File: src/rtl/warp_scheduler.sv
// Multi-warp kernel scheduler: round-robin warp select, single-outstanding fetch, issue to lanes.
// Optional WARP_SCHED_MASK_SKIP_EN: zero-mask launches complete immediately and are never scheduled.
module warp_scheduler #(
  parameter int NUM_WARPS  = 4,
  parameter int NUM_LANES  = 8,
  parameter int ADDR_WIDTH = 32,
  parameter int LEN_WIDTH  = 16,
  localparam int WID_W     = $clog2(NUM_WARPS)
) (
  input  logic                  clk,
  input  logic                  rst_n,
  input  logic                  launch_valid,
  output logic                  launch_ready,
  input  logic [WID_W-1:0]      launch_warp,
  input  logic [ADDR_WIDTH-1:0] launch_addr,
  input  logic [LEN_WIDTH-1:0]  launch_length,
  input  logic [NUM_LANES-1:0]  launch_mask,
  output logic                  fetch_req_valid,
  input  logic                  fetch_req_ready,
  output logic [ADDR_WIDTH-1:0] fetch_req_addr,
  input  logic                  fetch_resp_valid,
  input  logic [31:0]           fetch_resp_data,
  output logic                  issue_valid,
  input  logic                  issue_ready,
  output logic [31:0]           issue_instr,
  output logic [WID_W-1:0]      issue_warp,
  output logic [NUM_LANES-1:0]  issue_mask,
  output logic [NUM_WARPS-1:0]  warp_busy,
  output logic                  done_valid,
  output logic [WID_W-1:0]      done_warp,
  output logic                  error
);

  // state   | meaning
  // S_SEL   | scan for the next busy warp after rr_ptr
  // S_FETCH | request instruction at pc[cur_warp]
  // S_WAIT  | wait for fetch response
  // S_ISSUE | present instruction to the lane array
  localparam logic [1:0] S_SEL   = 2'd0;
  localparam logic [1:0] S_FETCH = 2'd1;
  localparam logic [1:0] S_WAIT  = 2'd2;
  localparam logic [1:0] S_ISSUE = 2'd3;

  logic [1:0]            state;
  logic [WID_W-1:0]      cur_warp;
  logic [WID_W-1:0]      rr_ptr;
  logic [WID_W-1:0]      sel_warp;
  logic [WID_W-1:0]      cand;
  logic                  sel_found;
  logic [NUM_WARPS-1:0]  eligible;
  logic [ADDR_WIDTH-1:0] pc   [NUM_WARPS];
  logic [LEN_WIDTH-1:0]  rem  [NUM_WARPS];
  logic [NUM_LANES-1:0]  mask [NUM_WARPS];
  logic [31:0]           instr_q;
  logic                  pend_valid;
  logic [WID_W-1:0]      pend_warp;

  logic launch_fire, launch_misaligned, launch_zero, launch_start, zero_done;
  logic issue_fire, issue_last;

  assign launch_ready      = !warp_busy[launch_warp];
  assign launch_fire       = launch_valid && launch_ready;
  assign launch_misaligned = launch_addr[1:0] != 2'b00;
`ifdef WARP_SCHED_MASK_SKIP_EN
  assign launch_zero = (launch_length == '0) || (launch_mask == '0);
  always_comb begin
    eligible = '0;
    for (int i = 0; i < NUM_WARPS; i++) eligible[i] = warp_busy[i] && (mask[i] != '0);
  end
`else
  assign launch_zero = launch_length == '0;
  assign eligible    = warp_busy;
`endif
  assign zero_done    = launch_fire && !launch_misaligned && launch_zero;
  assign launch_start = launch_fire && !launch_misaligned && !launch_zero;

  assign issue_fire = (state == S_ISSUE) && issue_ready;
  assign issue_last = issue_fire && (rem[cur_warp] == LEN_WIDTH'(1));

  // Offset NUM_WARPS wraps back to rr_ptr itself, so the last warp issued is considered last.
  always_comb begin
    sel_found = 1'b0;
    sel_warp  = '0;
    cand      = '0;
    for (int i = 1; i <= NUM_WARPS; i++) begin
      cand = rr_ptr + WID_W'(i);
      if (!sel_found && eligible[cand]) begin
        sel_found = 1'b1;
        sel_warp  = cand;
      end
    end
  end

  always_ff @(posedge clk or negedge rst_n) begin
    if (!rst_n) begin
      state    <= S_SEL;
      cur_warp <= '0;
      rr_ptr   <= WID_W'(NUM_WARPS - 1);
      instr_q  <= '0;
    end else begin
      case (state)
        S_SEL: if (sel_found) begin
          cur_warp <= sel_warp;
          state    <= S_FETCH;
        end
        S_FETCH: if (fetch_req_ready) state <= S_WAIT;
        S_WAIT: if (fetch_resp_valid) begin
          instr_q <= fetch_resp_data;
          state   <= S_ISSUE;
        end
        S_ISSUE: if (issue_ready) begin
          rr_ptr <= cur_warp;
          state  <= S_SEL;
        end
        default: state <= S_SEL;
      endcase
    end
  end

  // A launch only targets an idle warp, so it never collides with the issuing warp.
  always_ff @(posedge clk or negedge rst_n) begin
    if (!rst_n) begin
      warp_busy <= '0;
      for (int i = 0; i < NUM_WARPS; i++) begin
        pc[i]   <= '0;
        rem[i]  <= '0;
        mask[i] <= '0;
      end
    end else begin
      if (launch_start) begin
        warp_busy[launch_warp] <= 1'b1;
        pc[launch_warp]        <= launch_addr;
        rem[launch_warp]       <= launch_length;
        mask[launch_warp]      <= launch_mask;
      end
      if (issue_fire) begin
        pc[cur_warp]  <= pc[cur_warp] + ADDR_WIDTH'(4);
        rem[cur_warp] <= rem[cur_warp] - LEN_WIDTH'(1);
        if (issue_last) warp_busy[cur_warp] <= 1'b0;
      end
    end
  end

  // Kernel completion wins the done port; a colliding zero-length done waits one cycle.
  always_ff @(posedge clk or negedge rst_n) begin
    if (!rst_n) begin
      done_valid <= 1'b0;
      done_warp  <= '0;
      pend_valid <= 1'b0;
      pend_warp  <= '0;
      error      <= 1'b0;
    end else begin
      error      <= launch_fire && launch_misaligned;
      done_valid <= 1'b0;
      if (issue_last) begin
        done_valid <= 1'b1;
        done_warp  <= cur_warp;
        if (zero_done) begin
          pend_valid <= 1'b1;
          pend_warp  <= launch_warp;
        end
      end else if (pend_valid) begin
        done_valid <= 1'b1;
        done_warp  <= pend_warp;
        pend_valid <= zero_done;
        if (zero_done) pend_warp <= launch_warp;
      end else if (zero_done) begin
        done_valid <= 1'b1;
        done_warp  <= launch_warp;
      end
    end
  end

  assign fetch_req_valid = state == S_FETCH;
  assign fetch_req_addr  = fetch_req_valid ? pc[cur_warp] : '0;
  assign issue_valid     = state == S_ISSUE;
  assign issue_instr     = issue_valid ? instr_q : '0;
  assign issue_warp      = issue_valid ? cur_warp : '0;
  assign issue_mask      = issue_valid ? mask[cur_warp] : '0;

endmodule

File: config.mk
export PLATFORM = sky130hd
export DESIGN_NAME = warp_scheduler
export DESIGN_NICKNAME = d
export VERILOG_FILES = /design/src/rtl/warp_scheduler.sv
export SDC_FILE = /design/constraint.sdc
export NUM_CORES = 1
export LEC_CHECK = 0
export CELL_PAD_IN_SITES_DETAIL_PLACEMENT = 0
export CELL_PAD_IN_SITES_GLOBAL_PLACEMENT = 1
export CORE_ASPECT_RATIO = 1.1
export CORE_MARGIN = 3
export CORE_UTILIZATION = 41
export DETAILED_ROUTE_END_ITERATION = 7
export PLACE_DENSITY_LB_ADDON = 0.3
export SYNTH_ARGS = -nofsm -noshare
export SYNTH_HDL_FRONTEND = slang
export SYNTH_SLANG_ARGS = --single-unit
export TNS_END_PERCENT = 1
File: constraint.sdc
create_clock -name clk -period 2.96 [get_ports clk]
set_clock_uncertainty 0.1 [all_clocks]
set_input_delay 0.296 -clock clk [delete_from_list [all_inputs] [get_ports clk]]
set_output_delay 0.296 -clock clk [all_outputs]
set_load 0.005 [all_outputs]
==> flow_summary.ini <==
[run_status]
status = finished clean

[place]
dp.final_hpwl_um = 27400
place_area_um2 = 18300
io_buffers = 180
gp_congestion = 0.835
dpl.cell_count = 2055
pre_cts_ws_ns = -0.0972

[power]
leakagePower_nw = 8.56
power_density_nw_per_um2 = 1040
seqPwrFrac = 0.305
power_frac_comb = 0.502
switchingPower_mw = 7.17
switching_share = 0.352
p_int_mw = 13.2
ir_drop_uv = 635
total_power_mw = 20.4
power_frac_clock = 0.194

[final_layout]
final_area_um2 = 19700
drive_gt1_frac = 0.328
final_cells = 2128
syn_to_final_growth_pct = 32.3
n_fill_cell = 3167
nets = 1727
antenna_cells = 0

[synthesis]
synth_fp_nets = 1442
synth_enable_flop_cells = 0
ys_types = 51
syn_area_um2 = 14900
yosysMostFrequentCell = dfrtp_1
yosysSeqAreaShare = 0.460
synth.top_cells.by_count = 271 x dfrtp_1, 224 x mux2_2, 126 x nor2_1, 111 x a21oi_1, 99 x nand2_1
synth_ff_type = dfrtp_1
yosysTopAreaCell = dfrtp_1
async_flop_share = 1.00
yosysWarnings = 0
ys_seq_elements = 273
synth_top_area_share = 0.456
synth_area_leaders = dfrtp_1 46%, mux2_2 17%, mux4_2 8.6%
avgSynthCellArea_um2 = 11.1
syn_inst = 1338

[route]
top_layer = met4
m1WireLength_um = 18900
wl_per_cell_um = 19.6
via_per_inst = 5.35
wl_met3_um = 2050
met2WireLength_um = 19800
drc = 0
drt_iter0_markers = 750
dr_total_vias = 11400
ant_nets = 0
dr.pass1.iters = 5
drt_wl_total_um = 41600

[sta]
tightest_slew_ns = 0.714
setup_tns_ns = 0
min_period_ns = 2.92
fmax_mhz = 342
fin_crit_sh = 0.988
finalHoldViolCount = 0
setup_viol = 0
rsz0062_at_grt = yes
drv_slew = 0
slew_headroom = 0.524
setup_slack_ns = 0.0351

[worst_setup_path]
endpoint_kind = flop
r2r_cells = 7
path_max_fanout = 6
worstSetupPathType = flop to flop
start_kind = flop
crit_arrival_ns = 3.27
required_ns = 3.30

[global_route]
grt_start_max_net_pins = 95
grt_pass1_wl_um = 66400
grt_usage = 0.215
antenna_found_initial = 0
grt_pass1_vias = 11800
grt-ovfl-total = 0

[clocking]
cts_htree_levels = 1
cts_made_buffers = 31
clk_pin_slew_ns = 0.06
insertion_delay_ns = 0.56
numClockSinks = 273
clockRootBuffer = clkbuf_16
tritoncts = built
clk_path_buf_depth = 3

[floorplan]
io_pins = 181
rows = 72
fp.dieH_um = 206
core_area_um2 = 35500
die_area_um2 = 38600
dieWidth_um = 188
initial_core_util = 0.419

[hold_path]
hp-class = input port to async pin

[job]
cap_violations = 0
[cells by family (layout without fill, tap and decap cells)]
logic type	count (synthesis)	after routing	share of synthesized area
flip-flops	273	273	0.460
adder cells (fa/ha/maj)	9	9	0.00741
AO/OA/AOI/OAI	214	214	0.0758
XOR/XNOR	41	41	0.0242
multiplexers	314	314	0.279
buffers and inverters	113	422	0.0322
AND/OR/NAND/NOR	374	374	0.122
[sequential cells by signal, summed over array words and instances (netlist names)]
register and cells:
error 1, state 2, mask 32, done_valid 1, pend_warp 2, warp_busy 4, pc 128, rr_ptr 2
pend_valid 1, rem 64, instr_q 32, cur_warp 2, done_warp 2
[layout by cell type (no fill, tap or decap), types with 22 or more instances in the layout]
cell type | netlist | routed
dfrtp_1 | 271 | 269
mux2_2 | 224 | 224
clkdlybuf4s50_1 | 0 | 149
buf_4 | 3 | 132
nor2_1 | 126 | 124
a21oi_1 | 111 | 111
nand2_1 | 99 | 98
o21ai_0 | 78 | 78
and2_1 | 74 | 71
mux4_2 | 57 | 57
mux2i_1 | 31 | 31
clkbuf_16 | 0 | 31
dlygate4sd2_1 | 0 | 29
xnor2_1 | 30 | 27
buf_12 | 0 | 22
[metal layers]
layer,vias to the layer above,track usage
li1,5350,-
met1,5633,0.294
met2,343,0.364
met3,51,0.0315
met4,0,0.0523
met5,-,0
[path summary, 6_finish.rpt]
path,slack [ns],endpoint,start
max,0.04,done_warp[0]$_DFFE_PN0P_,cur_warp[0]$_DFFE_PN0P_
min,0.21,instr_q[12]$_DFFE_PN0P_,rst_n
max reg2reg,0.04,done_warp[0]$_DFFE_PN0P_,cur_warp[0]$_DFFE_PN0P_
min reg2reg,0.39,pc[65]$_DFF_PN0_,pc[65]$_DFF_PN0_
max in group asynchronous,1.63,instr_q[21]$_DFFE_PN0P_,rst_n
min in group clk,0.22,error$_DFF_PN0_,launch_valid
[metrics by stage]
| step | utilization | hold WS [ns] |
|---|---|---|
| 2_1_floorplan | - | -0.0996 |
| 3_3_place_gp | 0.516 | 0.242 |
| 3_5_place_dp | 0.516 | 0.245 |
| 4_1_cts | 0.551 | 0.200 |
| 5_1_grt | 0.554 | 0.228 |
| 6_report | 0.554 | 0.214 |
[power groups by stage]
stage,clock [mW],combinational [mW],sequential [mW]
after floorplan,0,6.15,5.86
after global placement,0,9.70,6.16
after detailed placement,0,9.86,6.24
after CTS,4.05,10.1,6.18
after global routing,4.19,11.2,6.37
final,3.94,10.2,6.20
[critical path: stages, from the launching register on]
cell and delay, ns:
dfrtp_4 0.47, buf_8 0.15, mux4_2 0.52, or4_4 0.56
or2_4 0.29, nor4_4 0.19, buf_4 0.20, mux2_2 0.33
[final cells by class]
type	count	area, um2	share of cell area
well taps	481	602	0.0306
clock buffers	41	883	0.0449
repair buffers	347	3390	0.172
flip-flops and latches	273	6840	0.348
multi-input cells	952	7700	0.392
inverters	18	71.3	0.00363
clock inverters	16	173	0.00878
[repair_timing]
action,CTS,global route
cloned,1,0
hold buffers,1,0
setup buffers,11,3
endpoints found under the hold margin,75,0
gates resized for setup,51,21
pin swaps,6,7
setup endpoints to repair,57,76
Power figures use the tool's default switching activity.
